$ cat src/rtl/sd_pkg.sv
// ---------------------------------------------------------------------------
// sd_pkg -- definitions shared by the SD CMD-line blocks.
//
// Contents:
//   sd_rx_state_e        receiver state encoding (IDLE, WAIT_START, RECV, DONE)
//   SD_RESP_SHORT_LEN    48-bit response frame length (R1/R3/R6/R7)
//   SD_RESP_LONG_LEN     136-bit response frame length (R2)
//   SD_CRC7_POLY         x^7 + x^3 + 1, with the x^7 term implied
//   SD_IDX_* / SD_ARG_*  placement of index and argument in a short response
//   sd_crc7_step()       one serial CRC7 update, MSB-first
// ---------------------------------------------------------------------------
package sd_pkg;

    typedef enum logic [1:0] {
        ST_IDLE       = 2'd0,
        ST_WAIT_START = 2'd1,
        ST_RECV       = 2'd2,
        ST_DONE       = 2'd3
    } sd_rx_state_e;

    localparam int SD_RESP_SHORT_LEN = 48;
    localparam int SD_RESP_LONG_LEN  = 136;

    localparam logic [6:0] SD_CRC7_POLY = 7'h09;
    localparam int         SD_CRC_W     = 7;

    // Short-response field placement inside resp_data.
    localparam int SD_IDX_LSB = 32;
    localparam int SD_IDX_W   = 6;
    localparam int SD_ARG_LSB = 0;
    localparam int SD_ARG_W   = 32;

    // One step of the serial CRC7 shift register: the incoming bit is
    // combined with the current MSB, and the polynomial is folded back in
    // when that feedback is 1.
    function automatic logic [6:0] sd_crc7_step(input logic [6:0] crc,
                                                input logic       b);
        logic fb;
        fb = b ^ crc[6];
        return {crc[5:0], 1'b0} ^ (fb ? SD_CRC7_POLY : 7'h00);
    endfunction

endpackage

$ cat src/rtl/sd_cmd_rx_if.sv
// ---------------------------------------------------------------------------
// sd_cmd_rx_if -- bundle between the command controller and the CMD-line
// response receiver.
//
//   tick       sample strobe at the SD bit rate
//   cmd_in     synchronised CMD line (idles high)
//   start      one-clk arm pulse
//   long_resp  captured with start: 1 = 136-bit R2, 0 = 48-bit
//   busy       reception in progress
//   done       one-clk completion pulse
//   resp_data  captured payload
//   crc_err    CRC7 mismatch
//   frame_err  bad transmission bit or end bit
//   timeout    no start bit within the allowed number of ticks
//
// The master modport is the controller side, the slave modport the receiver.
// ---------------------------------------------------------------------------
interface sd_cmd_rx_if;

    logic         tick;
    logic         cmd_in;
    logic         start;
    logic         long_resp;
    logic         busy;
    logic         done;
    logic [127:0] resp_data;
    logic         crc_err;
    logic         frame_err;
    logic         timeout;

    modport master (
        output tick, cmd_in, start, long_resp,
        input  busy, done, resp_data, crc_err, frame_err, timeout
    );

    modport slave (
        input  tick, cmd_in, start, long_resp,
        output busy, done, resp_data, crc_err, frame_err, timeout
    );

endinterface

$ cat src/rtl/sd_crc7.sv
// ---------------------------------------------------------------------------
// sd_crc7 -- serial CRC7 (x^7 + x^3 + 1, initial value 0), MSB first.
// Shared by the CMD transmitter and receiver.
//
// Ports:
//   clk     system clock
//   rst     asynchronous, active-low reset
//   clr     synchronous clear to 0 (has priority over en)
//   en      advance the CRC by one bit this cycle
//   bit_in  data bit folded in when en=1
//   crc     current 7-bit remainder (crc[6] is transmitted first)
// ---------------------------------------------------------------------------
module sd_crc7
    import sd_pkg::*;
(
    input  logic       clk,
    input  logic       rst,
    input  logic       clr,
    input  logic       en,
    input  logic       bit_in,
    output logic [6:0] crc
);

    logic [6:0] crc_q;
    logic [6:0] crc_d;

    always_comb begin
        crc_d = crc_q;
        if (clr) begin
            crc_d = 7'h00;
        end else if (en) begin
            crc_d = sd_crc7_step(crc_q, bit_in);
        end
    end

    always_ff @(posedge clk or negedge rst) begin
        if (!rst) begin
            crc_q <= 7'h00;
        end else begin
            crc_q <= crc_d;
        end
    end

    assign crc = crc_q;

endmodule

$ cat src/rtl/sd_cmd_rx.sv
// ---------------------------------------------------------------------------
// sd_cmd_rx -- host-side receiver for SD card responses on the CMD line.
//
// Armed by a start pulse, it waits for the card's start bit, shifts in a
// 48-bit or 136-bit response MSB-first, checks framing (and, optionally,
// CRC7) and reports a one-clk done pulse with status flags. CMD is sampled
// only on cycles with tick=1.
//
// Ports:
//   clk   system clock
//   rst   asynchronous, active-low reset
//   bus   sd_cmd_rx_if.slave (tick, cmd_in, start, long_resp in;
//         busy, done, resp_data, crc_err, frame_err, timeout out)
//
// Parameters:
//   TIMEOUT       ticks waited for the start bit after arming
//   TIMEOUT_BITS  width of the timeout counter (must hold TIMEOUT)
//
// Build option:
//   SD_CMD_RX_CRC_EN  when defined, a sd_crc7 instance checks the response
//                     CRC; otherwise crc_err is tied 0 and the CRC bits are
//                     clocked through unchecked.
// ---------------------------------------------------------------------------
module sd_cmd_rx
    import sd_pkg::*;
#(
    parameter int TIMEOUT      = 64,
    parameter int TIMEOUT_BITS = 8
) (
    input  logic       clk,
    input  logic       rst,
    sd_cmd_rx_if.slave bus
);

    // The bit counter holds the frame position of the bit being sampled:
    // it starts at (length-2) for the transmission bit and ends at 0 for
    // the end bit. Positions 7..1 carry the CRC in both formats.
    localparam logic [7:0] SHORT_LAST = 8'(SD_RESP_SHORT_LEN - 2);
    localparam logic [7:0] LONG_LAST  = 8'(SD_RESP_LONG_LEN - 2);
    localparam logic [7:0] CRC_TOP    = 8'(SD_CRC_W);
    localparam logic [7:0] LONG_DATA_TOP = 8'd127;
    localparam logic [TIMEOUT_BITS-1:0] TO_LAST = TIMEOUT_BITS'(TIMEOUT - 1);

    sd_rx_state_e            state_q, state_d;
    logic                    long_q, long_d;
    logic [TIMEOUT_BITS-1:0] to_cnt_q, to_cnt_d;
    logic [7:0]              bit_cnt_q, bit_cnt_d;
    // Holds the most recent 127 non-end samples: for a long response this
    // is exactly CID/CSD[127:1]; a short response uses the low 46 bits.
    logic [126:0]            sr_q, sr_d;
    logic                    busy_q, busy_d;
    logic                    done_q, done_d;
    logic [127:0]            resp_q, resp_d;
    logic                    frame_err_q, frame_err_d;
    logic                    timeout_q, timeout_d;
    logic [7:0]              tx_pos;

`ifdef SD_CMD_RX_CRC_EN
    logic       crc_bad_q, crc_bad_d;
    logic       crc_err_q, crc_err_d;
    logic       crc_clr;
    logic       crc_en;
    logic [6:0] crc_val;
    logic       in_crc_data;
    logic       in_crc_field;
    logic [2:0] crc_idx;

    sd_crc7 u_crc7 (
        .clk    (clk),
        .rst    (rst),
        .clr    (crc_clr),
        .en     (crc_en),
        .bit_in (bus.cmd_in),
        .crc    (crc_val)
    );

    // Long responses exclude the transmission and reserved bits from the
    // CRC; short responses cover everything above the CRC field.
    assign in_crc_data  = long_q ? ((bit_cnt_q <= LONG_DATA_TOP) && (bit_cnt_q > CRC_TOP))
                                 : (bit_cnt_q > CRC_TOP);
    assign in_crc_field = (bit_cnt_q != 8'd0) && (bit_cnt_q <= CRC_TOP);
    // Position 7 carries crc[6], position 1 carries crc[0].
    assign crc_idx      = 3'(bit_cnt_q[2:0] - 3'd1);
`endif

    assign tx_pos = long_q ? LONG_LAST : SHORT_LAST;

    always_comb begin
        state_d     = state_q;
        long_d      = long_q;
        to_cnt_d    = to_cnt_q;
        bit_cnt_d   = bit_cnt_q;
        sr_d        = sr_q;
        busy_d      = busy_q;
        done_d      = 1'b0;
        resp_d      = resp_q;
        frame_err_d = frame_err_q;
        timeout_d   = timeout_q;
`ifdef SD_CMD_RX_CRC_EN
        crc_bad_d   = crc_bad_q;
        crc_err_d   = crc_err_q;
        crc_clr     = 1'b0;
        crc_en      = 1'b0;
`endif

        case (state_q)
            ST_IDLE: begin
                // Only IDLE accepts start, so a start while busy (including
                // the DONE cycle) is ignored. A tick on this cycle is not
                // sampled.
                if (bus.start) begin
                    state_d     = ST_WAIT_START;
                    long_d      = bus.long_resp;
                    busy_d      = 1'b1;
                    to_cnt_d    = '0;
                    bit_cnt_d   = 8'd0;
                    resp_d      = '0;
                    frame_err_d = 1'b0;
                    timeout_d   = 1'b0;
`ifdef SD_CMD_RX_CRC_EN
                    crc_clr     = 1'b1;
                    crc_bad_d   = 1'b0;
                    crc_err_d   = 1'b0;
`endif
                end
            end

            ST_WAIT_START: begin
                if (bus.tick) begin
                    // The start bit is checked first so that it wins over a
                    // timeout expiring on the same tick.
                    if (!bus.cmd_in) begin
                        state_d   = ST_RECV;
                        bit_cnt_d = tx_pos;
`ifdef SD_CMD_RX_CRC_EN
                        crc_en    = !long_q;
`endif
                    end else if (to_cnt_q == TO_LAST) begin
                        state_d   = ST_DONE;
                        timeout_d = 1'b1;
                    end else begin
                        to_cnt_d  = to_cnt_q + 1'b1;
                    end
                end
            end

            ST_RECV: begin
                if (bus.tick) begin
                    if (bit_cnt_q == 8'd0) begin
                        // End bit: close the frame and publish the payload.
                        state_d = ST_DONE;
                        if (!bus.cmd_in) begin
                            frame_err_d = 1'b1;
                        end
                        resp_d = '0;
                        if (long_q) begin
                            resp_d = {sr_q, 1'b0};
                        end else begin
                            resp_d[SD_IDX_LSB +: SD_IDX_W] = sr_q[SD_CRC_W + SD_ARG_W +: SD_IDX_W];
                            resp_d[SD_ARG_LSB +: SD_ARG_W] = sr_q[SD_CRC_W +: SD_ARG_W];
                        end
`ifdef SD_CMD_RX_CRC_EN
                        crc_err_d = crc_bad_q;
`endif
                    end else begin
                        sr_d      = {sr_q[125:0], bus.cmd_in};
                        bit_cnt_d = bit_cnt_q - 8'd1;
                        if ((bit_cnt_q == tx_pos) && bus.cmd_in) begin
                            frame_err_d = 1'b1;
                        end
`ifdef SD_CMD_RX_CRC_EN
                        if (in_crc_data) begin
                            crc_en = 1'b1;
                        end
                        if (in_crc_field && (bus.cmd_in != crc_val[crc_idx])) begin
                            crc_bad_d = 1'b1;
                        end
`endif
                    end
                end
            end

            ST_DONE: begin
                done_d  = 1'b1;
                busy_d  = 1'b0;
                state_d = ST_IDLE;
            end

            default: begin
                state_d = ST_IDLE;
                busy_d  = 1'b0;
            end
        endcase
    end

    always_ff @(posedge clk or negedge rst) begin
        if (!rst) begin
            state_q     <= ST_IDLE;
            long_q      <= 1'b0;
            to_cnt_q    <= '0;
            bit_cnt_q   <= 8'd0;
            sr_q        <= '0;
            busy_q      <= 1'b0;
            done_q      <= 1'b0;
            resp_q      <= '0;
            frame_err_q <= 1'b0;
            timeout_q   <= 1'b0;
`ifdef SD_CMD_RX_CRC_EN
            crc_bad_q   <= 1'b0;
            crc_err_q   <= 1'b0;
`endif
        end else begin
            state_q     <= state_d;
            long_q      <= long_d;
            to_cnt_q    <= to_cnt_d;
            bit_cnt_q   <= bit_cnt_d;
            sr_q        <= sr_d;
            busy_q      <= busy_d;
            done_q      <= done_d;
            resp_q      <= resp_d;
            frame_err_q <= frame_err_d;
            timeout_q   <= timeout_d;
`ifdef SD_CMD_RX_CRC_EN
            crc_bad_q   <= crc_bad_d;
            crc_err_q   <= crc_err_d;
`endif
        end
    end

    assign bus.busy      = busy_q;
    assign bus.done      = done_q;
    assign bus.resp_data = resp_q;
    assign bus.frame_err = frame_err_q;
    assign bus.timeout   = timeout_q;
`ifdef SD_CMD_RX_CRC_EN
    assign bus.crc_err   = crc_err_q;
`else
    assign bus.crc_err   = 1'b0;
`endif

endmodule

$ cat src/flat_wrapper.sv
// flat-port wrapper written by rule: the top's interface ports become plain ports
module sd_cmd_rx_flat import sd_pkg::*;
#(
    parameter int TIMEOUT      = 64,
    parameter int TIMEOUT_BITS = 8
)
  (clk, rst, bus_tick, bus_cmd_in, bus_start, bus_long_resp, bus_busy, bus_done, bus_resp_data, bus_crc_err, bus_frame_err, bus_timeout);
  sd_cmd_rx_if bus_i ();
  input  logic clk;
  input  logic rst;
  input wire logic [$bits(bus_i.tick)-1:0] bus_tick;
  input wire logic [$bits(bus_i.cmd_in)-1:0] bus_cmd_in;
  input wire logic [$bits(bus_i.start)-1:0] bus_start;
  input wire logic [$bits(bus_i.long_resp)-1:0] bus_long_resp;
  output wire logic [$bits(bus_i.busy)-1:0] bus_busy;
  output wire logic [$bits(bus_i.done)-1:0] bus_done;
  output wire logic [$bits(bus_i.resp_data)-1:0] bus_resp_data;
  output wire logic [$bits(bus_i.crc_err)-1:0] bus_crc_err;
  output wire logic [$bits(bus_i.frame_err)-1:0] bus_frame_err;
  output wire logic [$bits(bus_i.timeout)-1:0] bus_timeout;
  assign bus_i.tick = bus_tick;
  assign bus_i.cmd_in = bus_cmd_in;
  assign bus_i.start = bus_start;
  assign bus_i.long_resp = bus_long_resp;
  assign bus_busy = bus_i.busy;
  assign bus_done = bus_i.done;
  assign bus_resp_data = bus_i.resp_data;
  assign bus_crc_err = bus_i.crc_err;
  assign bus_frame_err = bus_i.frame_err;
  assign bus_timeout = bus_i.timeout;
  sd_cmd_rx #(.TIMEOUT(TIMEOUT), .TIMEOUT_BITS(TIMEOUT_BITS)) u_core (.clk(clk), .rst(rst), .bus(bus_i));
endmodule
$ cat config.mk
export PLATFORM = sky130hd
export DESIGN_NAME = sd_cmd_rx_flat
export DESIGN_NICKNAME = d
export VERILOG_FILES = /design/src/rtl/sd_pkg.sv /design/src/rtl/sd_cmd_rx_if.sv /design/src/rtl/sd_crc7.sv /design/src/rtl/sd_cmd_rx.sv /design/src/flat_wrapper.sv
export SDC_FILE = /design/constraint.sdc
export NUM_CORES = 1
export LEC_CHECK = 0
export CORE_UTILIZATION = 35
export DETAILED_ROUTE_END_ITERATION = 8
export GPL_TIMING_DRIVEN = 0
export PLACE_DENSITY_LB_ADDON = 0.05
export SLEW_MARGIN = 40
export SYNTH_ARGS = -nofsm -noshare
export SYNTH_HDL_FRONTEND = slang
export SYNTH_SLANG_ARGS = --single-unit
$ cat constraint.sdc
create_clock -name clk -period 4.1 [get_ports clk]
set_input_delay 0.82 -clock clk [delete_from_list [all_inputs] [get_ports clk]]
set_output_delay 0.82 -clock clk [all_outputs]
set_load 0.01 [all_outputs]
Word level (Yosys, flattened, before mapping)
Index checks and enable logic that the tools add are counted.
Storage, ports and cells
  register bits after elaboration: 278
  bits in latches: 0
  memory bits (writable): 0
  memory bits (read-only): 0
  bits of input ports: 6
  output and inout bits: 133
  word-level logic and storage cells: 83
  memories: 0
Cells by class
  add/subtract/negate cells: 2
  multipliers: 0
  divide/modulo/power cells: 0
  magnitude comparators: 0
  equality and inequality tests: 17
  shift-type cells: 0
  multiplexer cells: 37
  bitwise operators: 1
  reduce and logical (&&, ||, !) cells: 16
Operator list (number)
  $mux 128: 3
  $pmux 128 s2: 1
  $mux 90: 1
  $mux 8: 9
  $mux 38: 1
  $pmux 8 s3: 1
  $reduce_and 5->1: 4
  $pmux 8 s2: 1
  $ne 2x2->1 const B: 7
  $mux 2: 6
  $mux 1: 10
  $add 8x1->8 const B: 1
  $eq 8x6->1 const B: 1
  $eq 8x8->1: 1
  $logic_not 8->1: 1
  $pmux 2 s4: 1
  $sub 8x1->8 const B: 1
  $pmux 1 s2: 3
  $reduce_and 6->1: 1
  $reduce_bool 2->1: 3
  $eq 2x2->1 const B: 2
  $ne 2x1->1 const B: 2
  $reduce_and 2->1: 2
  $reduce_and 4->1: 1
  other kinds (9): 9

Logic depth before layout (Yosys ltp)
Gate-level depths: netlist (run 1).
  word-level depth: 7
  depth in mapped cells: 10
  mapped depth without buffers: 7

Worst setup path before layout (run 1)
No wires, ideal clock.
  kind: input port to flip-flop
  start point: input port bus_start
  end point: register u_core.resp_q[38] (netlist: u_core.bus.resp_data[38])
  setup time: 0.120 ns
  arrival: 1.904 ns
  data required time: 3.980 ns
  path slack: 2.076 ns
  cell stages on the path: 7
  buffers on the path: 3
  cells stage by stage: nand2b_1 and3_1 and2_4 buf_8 buf_8 buf_8 a22o_4
On the way
  cells in the longest elaborated chain, start to end: 2
Ends and longest elaborated chain
  from (decl): line flat_wrapper.sv:13  | input wire logic [$bits(bus_i.start)-1:0] bus_start;
  $ne 2x2->1 (no line)
  $reduce_and 4->1 (no line)
  to (signal assigned): line sd_cmd_rx.sv:220  | resp_q <= resp_d;
  to (decl): line sd_cmd_rx.sv:53  | logic [127:0] resp_q, resp_d;
No other way between the ends.
A chain may end at the register's enable or synchronous reset.

Worst setup path in the final report (run 1)
  start point: register u_core.state_q[0]
  end point: register u_core.bit_cnt_q[5]
On the way
  cells in the longest elaborated chain, start to end: 3
Ends and longest elaborated chain
  from (decl): line sd_cmd_rx.sv:44  | sd_rx_state_e state_q, state_d;
  from (signal assigned): line sd_cmd_rx.sv:213  | state_q <= state_d;
  $eq 2x2->1 (tied with other cells): line sd_cmd_rx.sv:106  | case (state_q)
  $ne 2x2->1 (no line) or $reduce_bool 3->1 (tied branches)
  $reduce_and 6->1 (no line)
  to (signal assigned): line sd_cmd_rx.sv:216  | bit_cnt_q <= bit_cnt_d;
  to (decl): line sd_cmd_rx.sv:47  | logic [7:0] bit_cnt_q, bit_cnt_d;
Several ways; a longest one is shown, not always the timed one.

==> impl_metrics.py, run 1 <==
metrics = {
    "run_status": {
        "status": "finished, final reports clean",
    },
    "timing": {
        "hold_viol_final": 0,
        "rsz0062_at_grt": "no",
        "finalSetupViolCount": 0,
        "fmax_mhz": 399.9,
        "tns_ns": 0,
        "setup_ws_ns": 1.600,
        "tightest_slew_ns": 0.7551,
        "fin_crit_ns": 2.500,
        "fin_worst_skew_ns": 0.02638,
        "period_share_pct": 60.98,
        "slew_viol_final": 0,
        "max-slew-margin-rel_pct": 48.36,
    },
    "finish": {
        "layout_common_cells": "278 x dfrtp_1, 136 x clkdlybuf4s50_1, 128 x mux2_2",
        "mostFrequentLayoutCell": "dfrtp_1",
        "layout-drive-gt1-share_pct": 24.01,
        "nets": 950,
        "area_delta_synth_final_pct": 27.29,
        "fin_cells": 1355,
    },
    "global_route": {
        "grt_util_all_layers_pct": 15.41,
        "grt_pass1_wl_microns": 40740,
        "grt_pass1_vias": 7272,
        "antenna_found_initial": 0,
        "overflow": 0,
        "grt_max_degree": 76,
    },
    "critical_path": {
        "worstPathRequired_ns": 4.52,
        "critPathSlowestCell": "a2111oi_0",
        "max_stage_delay_ns": 0.68,
        "worstSetupEndpointType": "flip-flop",
        "crit_family": "compound AO/OA/AOI/OAI gates",
        "path_class": "flip-flop to flip-flop",
        "critPathLaunchType": "flip-flop",
        "cp_max_fo": 8,
        "cp.arrival_ns": 2.92,
        "cp_num_buf_inv": 1,
        "crit_chain": "inv_1 > ha_1 > nor3_1 > a2111oi_0 > nand2b_1 > o21ai_0 > o21ai_0",
        "crit_top_cell": "o21ai_0",
    },
    "detailed_routing": {
        "dr_total_vias": 6812,
        "drt_iter0_markers": 264,
        "drt_wl_total_microns": 24720,
        "wire_per_inst_microns": 18.25,
        "drtPass1Iterations": 4,
        "viasPerCell": 5.027,
        "route.detailed.drc": 0,
        "ant_nets": 0,
    },
    "yosys": {
        "ys_seq_area_share_pct": 62.42,
        "yosysWarnings": 0,
        "synth-main-ff-cell": "dfrtp_1",
        "synth.distinct_cells": 48,
        "synth_fp_nets": 777,
        "synth_cells": 762,
        "synth_area_sq_um": 11140,
        "syn_area_per_cell_sq_um": 14.63,
        "synth_edf_count": 0,
        "ys_seq_elements": 278,
        "synthArstFlopShare_pct": 100.0,
    },
    "placed_design": {
        "io_buffers": 137,
        "place_ws_ns": 1.111,
        "dp_hpwl_microns": 17120,
        "place_congestion": 0.7768,
        "dp.cells": 1298,
    },
    "clock_tree": {
        "cts_hold_buffers": 0,
        "insertion_delay_ns": 0.56,
        "cts_root_buf": "clkbuf_16",
        "numCtsBuffers": 31,
        "clock_path_buffers": 3,
        "htree_levels": 1,
        "cts.repair.resized": 0,
        "clkSinkCount": 278,
        "tritoncts": "yes",
        "cts_setup_buffers": 0,
        "path_clk_slew_ns": 0.06,
    },
    "floorplan": {
        "ios": 139,
        "die_h_microns": 180.4,
        "rows": 64,
        "core_area_sq_um": 30990,
        "die_w_microns": 180.4,
        "dieArea_sq_um": 32560,
        "initial_core_util_pct": 35.96,
    },
    "power_and_ir_drop": {
        "p_per_area_nw_per_um2": 542.0,
        "vdd_ir_drop_max_v": 0.0003937,
        "power_leakage_nw": 6.727,
    },
    "run": {
        "drv_cap": 0,
    },
    "min_path": {
        "hp-class": "primary input to async pin",
    },
}
[cell families (layout without fill, tap and decap cells)]
family | after synthesis | count (layout) | share of synthesized area (%)
flops | 278 | 278 | 62.42
compound gates | 169 | 169 | 12.47
mux | 167 | 167 | 16.44
simple gates | 73 | 73 | 3.660
buf+inv | 58 | 254 | 3.413
fa+ha+maj | 9 | 9 | 1.010
xor+xnor | 7 | 7 | 0.5501
other cells | 1 | 2 | 0.03365
[sequential cells by signal, summed over array words and instances, names as in the netlist]
name                  count
u_core.bus.timeout        1
u_core.bus.busy           1
u_core.bus.done           1
u_core.bus.resp_data    128
u_core.state_q            2
u_core.to_cnt_q           8
u_core.bus.frame_err      1
u_core.sr_q             127
u_core.bit_cnt_q          8
u_core.long_q             1
[synthesized netlist by cell type (all sizes together), types with 6 or more instances]
cell type  count  area, sq um
inv            8        30.03
and3           6        37.54
a22o          89        788.3
mux2         128         1441
dfrtp        278         6957
o2bb2ai       38        332.8
nand4          7        43.79
nand2         12        45.04
buf           40        311.6
xor2           7        61.31
mux2i         39        390.4
clkbuf        10        38.78
a21oi          9        45.04
o21ai         15        75.07
ha             9        112.6
nor2          20        75.07
[worst paths after layout]
check	start	slack, ns	depth (start not counted)	endpoint
max	u_core.state_q[0]$_DFFE_PN0P_	1.60	7	u_core.bit_cnt_q[5]$_DFFE_PN0P_
min	rst	0.23	1	u_core.bus.resp_data[72]$_DFFE_PN0P_
max reg2reg	u_core.state_q[0]$_DFFE_PN0P_	1.60	7	u_core.bit_cnt_q[5]$_DFFE_PN0P_
min reg2reg	u_core.bus.resp_data[16]$_DFFE_PN0P_	0.48	1	u_core.bus.resp_data[16]$_DFFE_PN0P_
max in group asynchronous	rst	2.74	3	u_core.bus.resp_data[33]$_DFFE_PN0P_
min in group clk	u_core.bus.resp_data[16]$_DFFE_PN0P_	0.48	1	u_core.bus.resp_data[16]$_DFFE_PN0P_
[per-layer routing]
| layer | track usage, % | share of wire [%] | vias up |
|---|---|---|---|
| li1 | - | - | 3185 |
| met1 | 20.89 | 47 | 3436 |
| met2 | 25.22 | 47 | 156 |
| met3 | 2.850 | 4.4 | 35 |
| met4 | 4.308 | 1.9 | 0 |
| met5 | 0 | 0 | - |
[worst register-to-register path, cell delays in order (launching register included)]
cell and delay [ns]:
dfrtp_1 0.43, inv_1 0.16, ha_1 0.37, nor3_1 0.13
a2111oi_0 0.68, nand2b_1 0.23, o21ai_0 0.27, o21ai_0 0.12
[metrics by stage]
stage / power (mW) / hold WS (ns) / instance area [sq um] / utilization, %
5_1_grt: 8.097 / 0.2622 / 14180 / 45.77
3_3_place_gp: 4.823 / 0.4752 / 13010 / 41.99
4_1_cts: 7.808 / 0.2395 / 14180 / 45.77
3_5_place_dp: 4.884 / 0.4724 / 13100 / 42.28
6_report: 7.689 / 0.2271 / 14190 / 45.78
2_1_floorplan: 4.318 / 0.4603 / 11140 / -
[cell type report]
class / count / area, sq um
Buffer: 50 / 350.3
Clock inverter: 10 / 157.7
Antenna cell: 1 / 2.502
Multi-Input combinational cell: 426 / 3812
Tap cell: 396 / 495.5
Sequential cell: 278 / 6957
Clock buffer: 46 / 922.1
Inverter: 8 / 30.03
Fill cell: 2773 / 16800
Timing Repair Buffer: 140 / 1459
[where the power goes]
group	switching, mW	internal [mW]	leakage (nW)
clock	1.08	1.79	0.535
combinational	1.15	0.704	2.33
sequential	0.108	2.85	3.86
(Power assumes the default switching activity.)
==> run 2, diff against run 1 <==
- clock period: 4.1 -> 2.4 ns (I/O delays scaled with it)
==> run 2 against run 1 <==
Effect of this change: clock power is 71% higher; setup slack worse by 1.5 ns; sequential power is 71% higher; cell area is 0.42% higher; cell count hardly changed; wire length is 0.11% higher; sequential cell count stayed put; global-route usage hardly changed; via count is 0.43% higher; combinational power is 76% higher; power is 72% higher; hold slack better by 0.25 ns; critical path type unchanged.
==> impl_metrics.py, run 2 (synthesis gave the netlist of run 1 again) <==
metrics = {
    "run_status": {
        "status": "finished, final reports clean",
    },
    "min_path": {
        "hp-class": "primary input to async pin",
    },
    "clock_tree": {
        "htree_levels": 1,
        "clock_path_buffers": 3,
        "path_clk_slew_ns": 0.06,
        "tritoncts": "yes",
        "insertion_delay_ns": 0.56,
        "cts_root_buf": "clkbuf_16",
        "numCtsBuffers": 31,
        "clkSinkCount": 278,
    },
    "timing": {
        "hold_viol_final": 0,
        "setup_ws_ns": 0.1460,
        "fin_worst_skew_ns": 0.02439,
        "tightest_slew_ns": 0.7680,
        "finalSetupViolCount": 0,
        "whs_ns": 0.4808,
        "rsz0062_at_grt": "no",
        "period_share_pct": 93.91,
        "slew_viol_final": 0,
        "fin_crit_ns": 2.254,
        "max-slew-margin-rel_pct": 48.80,
        "tns_ns": 0,
        "fmax_mhz": 443.7,
    },
    "floorplan": {
        "die_w_microns": 180.4,
        "initial_core_util_pct": 35.96,
        "rows": 64,
        "core_area_sq_um": 30990,
        "die_h_microns": 180.4,
        "ios": 139,
        "dieArea_sq_um": 32560,
    },
    "detailed_routing": {
        "wire_per_inst_microns": 18.25,
        "drtPass1Iterations": 4,
        "dr_total_vias": 6841,
        "ant_nets": 0,
        "route.detailed.drc": 0,
        "drt_wl_total_microns": 24750,
        "viasPerCell": 5.045,
        "drt_iter0_markers": 308,
    },
    "critical_path": {
        "worstSetupEndpointType": "flip-flop",
        "path_class": "flip-flop to flip-flop",
        "max_stage_delay_ns": 0.55,
        "cp_max_fo": 10,
        "critPathLaunchType": "flip-flop",
        "crit_chain": "nor4_4 > a211o_1 > buf_2 > buf_4 > mux2_2",
        "worstPathRequired_ns": 2.82,
        "cp.arrival_ns": 2.68,
        "critPathSlowestCell": "nor4_4",
    },
    "placed_design": {
        "placed_cell_area_sq_um": 13100,
        "dp_hpwl_microns": 17120,
        "io_buffers": 137,
        "place_ws_ns": -0.2492,
        "place_congestion": 0.7768,
    },
    "finish": {
        "largest_reg_flops": 128,
        "layout-drive-gt1-share_pct": 24.48,
        "multi_input_area_sq_um": 3835,
        "fin_area_sq_um": 14250,
        "fillers": 2766,
        "layout_common_cells": "278 x dfrtp_1, 136 x clkdlybuf4s50_1, 128 x mux2_2",
        "regArea_sq_um": 6957,
        "mostFrequentLayoutCell": "dfrtp_1",
        "area_delta_synth_final_pct": 27.83,
        "diodes": 0,
        "nets": 952,
    },
    "global_route": {
        "grt_max_degree": 76,
        "grt_pass1_vias": 7284,
        "grt_util_all_layers_pct": 15.41,
        "overflow": 0,
        "antenna_found_initial": 0,
        "grt_pass1_wl_microns": 40770,
    },
    "power_and_ir_drop": {
        "vdd_ir_drop_max_v": 0.0006701,
        "power_leakage_nw": 6.759,
        "p_per_area_nw_per_um2": 929.9,
    },
    "run": {
        "drv_cap": 0,
    },
}
-- run 2: changes by cell type in the layout (fill, tap and decap cells not counted), sizes merged --
cell	delta
clkbuf	+6
buf	-5
dlygate4sd3	+1
diode	-1
-- run 2: through the flow --
step | utilization, % | total power, mW | cells
3_3_place_gp | 41.99 | 8.239 | 1295
2_1_floorplan | - | 7.377 | 762
4_1_cts | 45.82 | 13.35 | 1355
6_report | 45.97 | 13.25 | 1356
5_1_grt | 45.97 | 13.96 | 1356
3_5_place_dp | 42.28 | 8.343 | 1298
-- run 2: worst paths after layout --
| path | from | to | slack (ns) | cells past startpoint |
|---|---|---|---|---|
| max | u_core.bit_cnt_q[5]$_DFFE_PN0P_ | u_core.sr_q[122]$_DFFE_PN0P_ | 0.15 | 5 |
| min | rst | u_core.bus.resp_data[72]$_DFFE_PN0P_ | 0.48 | 2 |
| max reg2reg | u_core.bit_cnt_q[5]$_DFFE_PN0P_ | u_core.sr_q[122]$_DFFE_PN0P_ | 0.15 | 5 |
| min reg2reg | u_core.bus.resp_data[16]$_DFFE_PN0P_ | u_core.bus.resp_data[16]$_DFFE_PN0P_ | 0.48 | 1 |
| max in group asynchronous | rst | u_core.bus.resp_data[33]$_DFFE_PN0P_ | 0.80 | 4 |
| min in group clk | u_core.bus.resp_data[16]$_DFFE_PN0P_ | u_core.bus.resp_data[16]$_DFFE_PN0P_ | 0.48 | 1 |
-- run 2: worst max-delay path: cells and delay by family (launching register included) --
kind / cells / cell delay (ns)
compound gates: 1 / 0.26
buf+inv: 2 / 0.53
flops: 1 / 0.44
mux: 1 / 0.35
simple gates: 1 / 0.55
-- run 2: area by class of cell --
| class | instances | share of cell area (%) |
|---|---|---|
| multi-input cells | 426 | 26.92 |
| clock buffers | 46 | 6.473 |
| inverters | 8 | 0.2108 |
| well taps | 396 | 3.478 |
| flip-flops and latches | 278 | 48.83 |
| repair buffers | 142 | 10.36 |
| plain buffers | 50 | 2.617 |
| clock inverters | 10 | 1.107 |
-- run 2: what timing repair did --
action | in CTS | in global routing
gates resized for setup | 3 | 15
hold buffers | 1 | 0
buffers inserted | 0 | 1
gates cloned | 0 | 0
pin swaps | 0 | 0
endpoints found under the setup margin | 107 | 198
hold endpoints to repair | 73 | 0
-- run 2: routing by layer --
| metal | vias to the layer above | GRT usage (%) | share of wire [%] |
|---|---|---|---|
| li1 | 3186 | - | - |
| met1 | 3469 | 20.89 | 47 |
| met2 | 156 | 25.26 | 47 |
| met3 | 30 | 2.850 | 4.4 |
| met4 | 0 | 4.308 | 1.9 |
| met5 | - | 0 | 0 |
-- run 2: power breakdown --
part	internal (mW)	switching [mW]	leakage, nW	total [mW]
clock network	3.07	1.85	0.535	4.92
logic	1.28	1.98	2.36	3.26
registers	4.88	0.193	3.86	5.07
==> run 3, diff against run 2 <==
- HOLD_SLACK_MARGIN: unset -> 0.03
- TNS_END_PERCENT: unset -> 20
==> results of run 3 <==
The final DEF is identical to that of run 2; final timing and power are the same.
